==> src/rtl/regfile_mp.sv <==
`default_nettype none
// ============================================================================
// Module   : regfile_mp
// Purpose  : Parametrised architectural register file for the MCU core.
//            It has NUM_RD combinational read ports and one byte-strobed write
//            port. Register 0 can be hardwired to zero, and a same-cycle write
//            can be forwarded to the read ports (bypass). A clear-sweep engine
//            zeroes the file one register per cycle without needing a reset.
// Ports    : clk, rst_n        - clock, synchronous active-low reset
//            wr_en/addr/data   - write request, index and data
//            wr_strb           - byte enables (bit k -> bits [8k+7:8k])
//            rd_addr/rd_data   - packed read indices and read data
//            clr_req           - pulse that starts a clear sweep
//            clr_busy          - high while the sweep runs
//            wr_drop           - one-cycle pulse for a write dropped by a sweep
// Revision : 1.0 - initial release
// ============================================================================
module regfile_mp #(
    parameter int XLEN     = 32,
    parameter int NUM_REGS = 16,
    parameter int NUM_RD   = 2,
    parameter int ZERO_REG = 1,
    parameter int BYPASS   = 1,
    parameter int AW       = $clog2(NUM_REGS)
) (
    input  logic                   clk,
    input  logic                   rst_n,
    input  logic                   wr_en,
    input  logic [AW-1:0]          wr_addr,
    input  logic [XLEN-1:0]        wr_data,
    input  logic [XLEN/8-1:0]      wr_strb,
    input  logic [NUM_RD*AW-1:0]   rd_addr,
    output logic [NUM_RD*XLEN-1:0] rd_data,
    input  logic                   clr_req,
    output logic                   clr_busy,
    output logic                   wr_drop
);

    localparam int            c_NB       = XLEN / 8;
    localparam bit            c_ZERO     = (ZERO_REG != 0);
    localparam bit            c_BYP      = (BYPASS != 0);
    localparam logic [AW-1:0] c_LAST     = AW'(NUM_REGS - 1);
    // Register 0 never needs clearing when it is hardwired to zero.
    localparam logic [AW-1:0] c_FIRST    = AW'(c_ZERO ? 1 : 0);

    localparam logic [0:0]    c_ST_IDLE  = 1'b0;
    localparam logic [0:0]    c_ST_SWEEP = 1'b1;

    logic [XLEN-1:0] r_regs [NUM_REGS];
    logic [0:0]      r_state;
    logic [0:0]      w_state_nxt;
    logic [AW-1:0]   r_idx;
    logic [AW-1:0]   w_idx_nxt;
    logic            r_drop;
    logic            w_idle;
    logic            w_wr_ok;
    logic [XLEN-1:0] w_wr_merged;

    assign w_idle   = (r_state == c_ST_IDLE);
    // A write commits only in IDLE and never to a hardwired-zero register 0.
    assign w_wr_ok  = wr_en && w_idle && !(c_ZERO && (wr_addr == '0));
    assign clr_busy = (r_state == c_ST_SWEEP);
    assign wr_drop  = r_drop;

    // Value the write target will hold after the edge: strobed bytes from
    // wr_data, the rest from the current contents. Shared by the write path
    // and the bypass path.
    always_comb begin
        w_wr_merged = r_regs[wr_addr];
        for (int k = 0; k < c_NB; k++) begin
            if (wr_strb[k]) begin
                w_wr_merged[8*k +: 8] = wr_data[8*k +: 8];
            end
        end
    end

    // Clear-sweep next-state logic.
    always_comb begin
        w_state_nxt = r_state;
        w_idx_nxt   = r_idx;
        case (r_state)
            c_ST_IDLE: begin
                if (clr_req) begin
                    w_state_nxt = c_ST_SWEEP;
                    w_idx_nxt   = c_FIRST;
                end
            end
            c_ST_SWEEP: begin
                // Explicit terminal compare; the index is forced back to 0
                // instead of relying on the increment wrapping.
                if (r_idx == c_LAST) begin
                    w_state_nxt = c_ST_IDLE;
                    w_idx_nxt   = '0;
                end else begin
                    w_idx_nxt   = r_idx + AW'(1);
                end
            end
            default: begin
                w_state_nxt = c_ST_IDLE;
                w_idx_nxt   = '0;
            end
        endcase
    end

    always_ff @(posedge clk) begin
        if (!rst_n) begin
            for (int i = 0; i < NUM_REGS; i++) begin
                r_regs[i] <= '0;
            end
            r_state <= c_ST_IDLE;
            r_idx   <= '0;
            r_drop  <= 1'b0;
        end else begin
            r_state <= w_state_nxt;
            r_idx   <= w_idx_nxt;
            r_drop  <= wr_en && !w_idle;
            if (!w_idle) begin
                r_regs[r_idx] <= '0;
            end else if (w_wr_ok) begin
                r_regs[wr_addr] <= w_wr_merged;
            end
        end
    end

    // Read ports.
    for (genvar p = 0; p < NUM_RD; p++) begin : g_rd
        logic [AW-1:0]   w_ra;
        logic [XLEN-1:0] w_rd;

        assign w_ra = rd_addr[p*AW +: AW];

        always_comb begin
            w_rd = r_regs[w_ra];
            // w_wr_ok already excludes SWEEP and the zero register.
            if (c_BYP && w_wr_ok && (wr_addr == w_ra)) begin
                w_rd = w_wr_merged;
            end
            if (c_ZERO && (w_ra == '0)) begin
                w_rd = '0;
            end
        end

        assign rd_data[p*XLEN +: XLEN] = w_rd;
    end

endmodule
`default_nettype wire

==> config.mk <==
export PLATFORM = sky130hd
export DESIGN_NAME = regfile_mp
export DESIGN_NICKNAME = d
export VERILOG_FILES = /design/src/rtl/regfile_mp.sv
export SDC_FILE = /design/constraint.sdc
export NUM_CORES = 1
export LEC_CHECK = 0
export BUFFER_PORTS_ARGS = -buffer_cell sky130_fd_sc_hd__buf_2
export CAP_MARGIN = 0
export CORE_MARGIN = 1
export CORE_UTILIZATION = 63
export CTS_CLUSTER_SIZE = 14
export DETAILED_ROUTE_END_ITERATION = 8
export PLACE_DENSITY = 0.81
export SYNTH_ARGS = -nofsm -noshare
export SYNTH_HDL_FRONTEND = slang
export SYNTH_SLANG_ARGS = --single-unit
==> constraint.sdc <==
create_clock -name clk -period 5.4 [get_ports clk]
set_input_delay 0.27 -clock clk [delete_from_list [all_inputs] [get_ports clk]]
set_output_delay 0.27 -clock clk [all_outputs]
set_load 0.1 [all_outputs]
# Word level (Yosys, flattened, before mapping)

Memory sizes are Yosys's and may differ from the RTL's.
Cells that the tools add are included.

Add/sub/neg operators: 1
Bitwise gates (word level): 1
Reductions and logical operators: 11
Equal/unequal tests: 4
Muxes and demuxes: 28

Operators by type and width:

| operator              | count |
|---|---|
| $mux W32              | 6 |
| $reduce_or A32 Y1     | 2 |
| $mux W8               | 4 |
| $mux W4               | 4 |
| $logic_not A4 Y1      | 3 |
| $mux W1               | 12 |
| $eq A4 B4 Y1          | 2 |
| $pmux W4 S2           | 1 |
| $logic_and A1 B1 Y1   | 5 |
| $add A4 B1 Y4 const B | 1 |
| $eq A4 B4 Y1 const B  | 1 |
| $ne A2 B2 Y1 const B  | 1 |
| $pmux W1 S2           | 1 |
| $logic_not A1 Y1      | 1 |
| $not A1 Y1            | 1 |

Output and inout port bits: 66
Register bits: 6
Logic and storage cells: 49
Memories: 1
RAM bits: 512
Bits of input ports: 52

Memories:

| memory | words | bits a word | rd ports | clocked after Yosys merged registers in | write ports | RTL line | text |
|---|---|---|---|---|---|---|---|
| r_regs | 16    | 32          | 3        | 0                                       | 16          | 49       | `logic [XLEN-1:0] r_regs [NUM_REGS];` |

# Depth between registers and ports, before layout

Depth after elaboration: 9
Mapped depth: 10
Mapped depth without buffers: 6

# Worst setup path before layout

Ideal clock, no wire load.

Kind: register -> register
Start: reg r_state, in the netlist clr_busy
End: mem r_regs[8][0] (enable)
Cell stages (with the launch flop): 8
Required time: 4.934 ns
Path buffers: 3
Period minus slack after synthesis: 4.976 ns
Path slack: 0.424 ns
Library setup time: 0.466 ns
Arrival: 4.510 ns
Cell sequence: dfxtp_1 nor2b_2 and3_1 or3_1 clkbuf_1 buf_2 buf_2 o21ai_0

RTL lines:

| what                   | RTL line | text |
|---|---|---|
| from (decl)            | 50       | `logic [0:0] r_state;` |
| from (signal assigned) | 110      | `r_state <= c_ST_IDLE;` |
| from (signal assigned) | 114      | `r_state <= w_state_nxt;` |
| to (decl)              | 49       |  |

# Final worst setup path

Start: reg r_state, in the netlist clr_busy
End: out rd_data[14]

Longest elaborated chain between the ends: 6

RTL lines:

| what                             | RTL line | text |
|---|---|---|
| $not A1 Y1                       | -        |  |
| $logic_and A1 B1 Y1 (2 in a row) | 61       | `assign w_wr_ok = wr_en && w_idle && !(c_ZERO && (wr_addr == '0));` |
| $logic_and A1 B1 Y1              | 135      | `if (c_BYP && w_wr_ok && (wr_addr == w_ra)) begin` |
| $mux W32                         | 135      |  |
| $mux W32                         | 138      | `if (c_ZERO && (w_ra == '0)) begin` |
| to (decl)                        | 33       | `output logic [NUM_RD*XLEN-1:0] rd_data,` |

No other way between the ends.

==> impl_metrics.env <==
export IMPL_drt_wl_total_mm=113
export IMPL_grt_antenna_before_repair=3
export IMPL_nNetsFinal=2405
export IMPL_top_usage_layer="met2"
export IMPL_endpoint_kind="primary output"
export IMPL_worst_slack_ns=0.886
export IMPL_tns_ns=0
export IMPL_area_delta_synth_final_pct=9.06
export IMPL_synthFlopType="edfxtp_1"
export IMPL_peakVddDrop_v=0.000242
export IMPL_max_slew_margin_rel=0.0644
export IMPL_initial_core_util=0.639
export IMPL_wl_per_cell_um=36.7
export IMPL_maxCapViolations=0
export IMPL_insertion_delay_ns=0.63
export IMPL_drc=28
export IMPL_ys_top_cells_by_area="edfxtp_1 48%, mux4_2 18%, mux2i_1 8.0%, a22o_1 4.3%, nor4_1 4.3%"
export IMPL_required_ns=5.13
export IMPL_grt_pass1_vias=25400
export IMPL_slew_viol_final=0
export IMPL_layout_drive_gt1_share=0.275
export IMPL_clk_pin_slew_ns=0.06
export IMPL_synth_edf_count=512
export IMPL_grt_overflow=0
export IMPL_grt_pass1_wl_mm=163
export IMPL_path_buf_inv=3
export IMPL_status="finished with violations"
export IMPL_max_clock_path_buffers=3
export IMPL_p_clk_frac=0.359
export IMPL_cpPeakStageDelay_ns=0.52
export IMPL_postSynthCellCount=2357
export IMPL_place_hpwl_mm=64.3
export IMPL_io_pins=118
export IMPL_core_rowCount=82
export IMPL_io_buffers=117
export IMPL_startpoint_type="register"
export IMPL_cts_sinks=518
export IMPL_rsz0062_at_grt="no"
export IMPL_finalCritPeriodShare=0.836
export IMPL_slowest_stage="nand2_2"
export IMPL_grtUsageMet2=0.641
export IMPL_netlist_area_um2=32100
export IMPL_skew_ns=0.0280
export IMPL_core_um2=50200
export IMPL_place_ws_ns=1.72
export IMPL_critPathKind="register to primary output"
export IMPL_cp_arrival_ns=4.24
export IMPL_cts_made_buffers=55
export IMPL_synth_cell_type_count=55
export IMPL_hold_class="input pin to register"
export IMPL_final_hold_viol_count=0
export IMPL_die_w_um=228
export IMPL_nFillCells=3210
export IMPL_powerDensity_nw_per_um2=307
export IMPL_hold_ws_ns=0.0639
export IMPL_post_drt_via_cell_ratio=8.44
export IMPL_root_buffer="clkbuf_16"
export IMPL_p_leak_nw=12.6
export IMPL_cp_cell_sequence="nor2b_2 > a21boi_2 > nand2_2 > buf_4 > o41ai_2 > buf_4 > o32ai_1 > buf_2"
export IMPL_synth_area_leader_cell="edfxtp_1"
export IMPL_globalplace_congestion=0.887
export IMPL_seqCellArea_um2=15500
export IMPL_synth_top_area_share=0.479
export IMPL_pwr_share_seq=0.440
export IMPL_avgSynthCellArea_um2=13.6
export IMPL_cp_common_cell="buf_4"
export IMPL_violations="design-rule violations"
export IMPL_comb_power_share=0.201
export IMPL_p_int_w=0.00742
export IMPL_dr_pass1_iters=9
export IMPL_htree_levels=2
export IMPL_multiInputGateArea_um2=15600
export IMPL_setup_viol=0
export IMPL_async_flop_share=0
export IMPL_met3_usage=0.174
export IMPL_tritoncts="done"
export IMPL_detail_route_antenna_nets=0
export IMPL_drt_iter0_markers=4980
export IMPL_fmax_mhz=222
export IMPL_grt_start_max_net_pins=89
export IMPL_yosysMostFrequentCell="edfxtp_1"
export IMPL_post_route_min_period_ns=4.51
export IMPL_die_y_um=228
export IMPL_post_cts_setup_buffer_count=0
export IMPL_globalRouteMet1Util=0.553
export IMPL_num_vias=25900
export IMPL_cp_max_fo=23
export IMPL_worst_pin_slew_ns=1.40
export IMPL_ys_top_cells_by_count="512 x edfxtp_1, 329 x nor2_1, 257 x mux2i_1"
export IMPL_netSwitchingFraction=0.309
export IMPL_seq_area_frac_synth=0.483
export IMPL_crit_family="buffers and inverters"
export IMPL_ys_seq_elements=518
export IMPL_dieArea_um2=51800
export IMPL_grtUsageTotal=0.438
export IMPL_power_switching_w=0.00332
export IMPL_yosys_warnings=0
## worst register-to-register path, cell delays in order, from the launching register on
cell     delay (ns)
dfxtp_1        0.65
and2_1         0.20
o21ai_0        0.33
or3_4          0.83
o21ai_4        1.16
buf_4          0.41
## flip-flops by register name, summed over array words and instances (netlist names)
signal / flops
r_idx: 4
wr_drop: 1
clr_busy: 1
r_regs: 512
## cell usage in the layout, fill, tap and decap left out, drive strengths merged, types with 4 or more instances in the layout
cell type  netlist  final
dfxtp            6      6
conb             1     32
mux4           256    256
and2             5      5
xor2             8      8
edfxtp         512    512
nor2b            9      9
clkinv           0     26
or2              4      4
nor3            12     12
inv              8     10
bufinv           0      7
mux2i          257    257
buf            140    179
a22oi           66     66
clkbuf         135     65
o21ai           24     24
o22ai           33     33
a22o           159    159
o32ai           62     62
nor2           329    329
nand2           13     13
a21oi           35     35
a221oi          31     31
nor4           219    219
## repair_timing
action	CTS	global route
resized for setup	0	0
endpoints found under the hold margin	1	0
hold buffers	1	0
## through the flow
| step | area (µm²) | util | std cells | total power [W] |
|---|---|---|---|---|
| final | 35000 | 0.697 | 3069 | 0.0107 |
| after detailed placement | 33200 | 0.662 | 2966 | 0.00688 |
| after global routing | 35000 | 0.697 | 3068 | 0.0109 |
| after global placement | 33200 | 0.662 | 2966 | 0.00683 |
| after CTS | 35000 | 0.697 | 3067 | 0.0106 |
| after floorplan | 32200 | - | 2388 | 0.00633 |
## layout make-up
class                           count  area share
Inverter                            8    0.000858
Antenna cell                        2    0.000143
Multi-Input combinational cell   1587       0.447
Tap cell                          672      0.0240
Clock inverter                     37      0.0103
Sequential cell                   518       0.443
Clock buffer                       63      0.0402
Timing Repair Buffer              182      0.0344
## metal layers
metal | wire, µm | part of all wire
met1 | 35200 | 0.31
met3 | 20500 | 0.18
met4 | 7650 | 0.068
met5 | 14 | 0.00012
met2 | 49200 | 0.44
## power groups by stage
stage          Sequential [W]  Clock (W)  Combinational, W
2_1_floorplan         0.00476          0           0.00157
5_1_grt               0.00474    0.00395           0.00220
6_report              0.00473    0.00385           0.00216
3_5_place_dp          0.00480          0           0.00208
3_3_place_gp          0.00478          0           0.00205
4_1_cts               0.00471    0.00381           0.00209
## path summary, 6_finish.rpt
kind | startpoint | to | cells past startpoint | slack (ns)
setup / recovery | clr_busy$_SDFF_PN0_ | rd_data[14] | 8 | 0.89
hold / removal | clr_req | clr_busy$_SDFF_PN0_ | 3 | 0.06
setup reg to reg | clr_busy$_SDFF_PN0_ | r_regs[8][7]$_SDFFCE_PN0P_ | 5 | 1.52
hold reg to reg | r_idx[3]$_SDFFE_PN0P_ | clr_busy$_SDFF_PN0_ | 1 | 0.58
## kinds of logic (layout without fill, tap and decap cells)
family | after synthesis | after routing | synth area share
buf+inv | 283 | 290 | 0.0427
mux | 513 | 513 | 0.260
other cells | 1 | 34 | 0.000117
fa+ha+maj | 1 | 1 | 0.000390
xor+xnor | 8 | 8 | 0.00218
flops | 518 | 518 | 0.483
compound gates | 425 | 425 | 0.120
simple gates | 608 | 608 | 0.0921
Power figures use the tool's default switching activity.
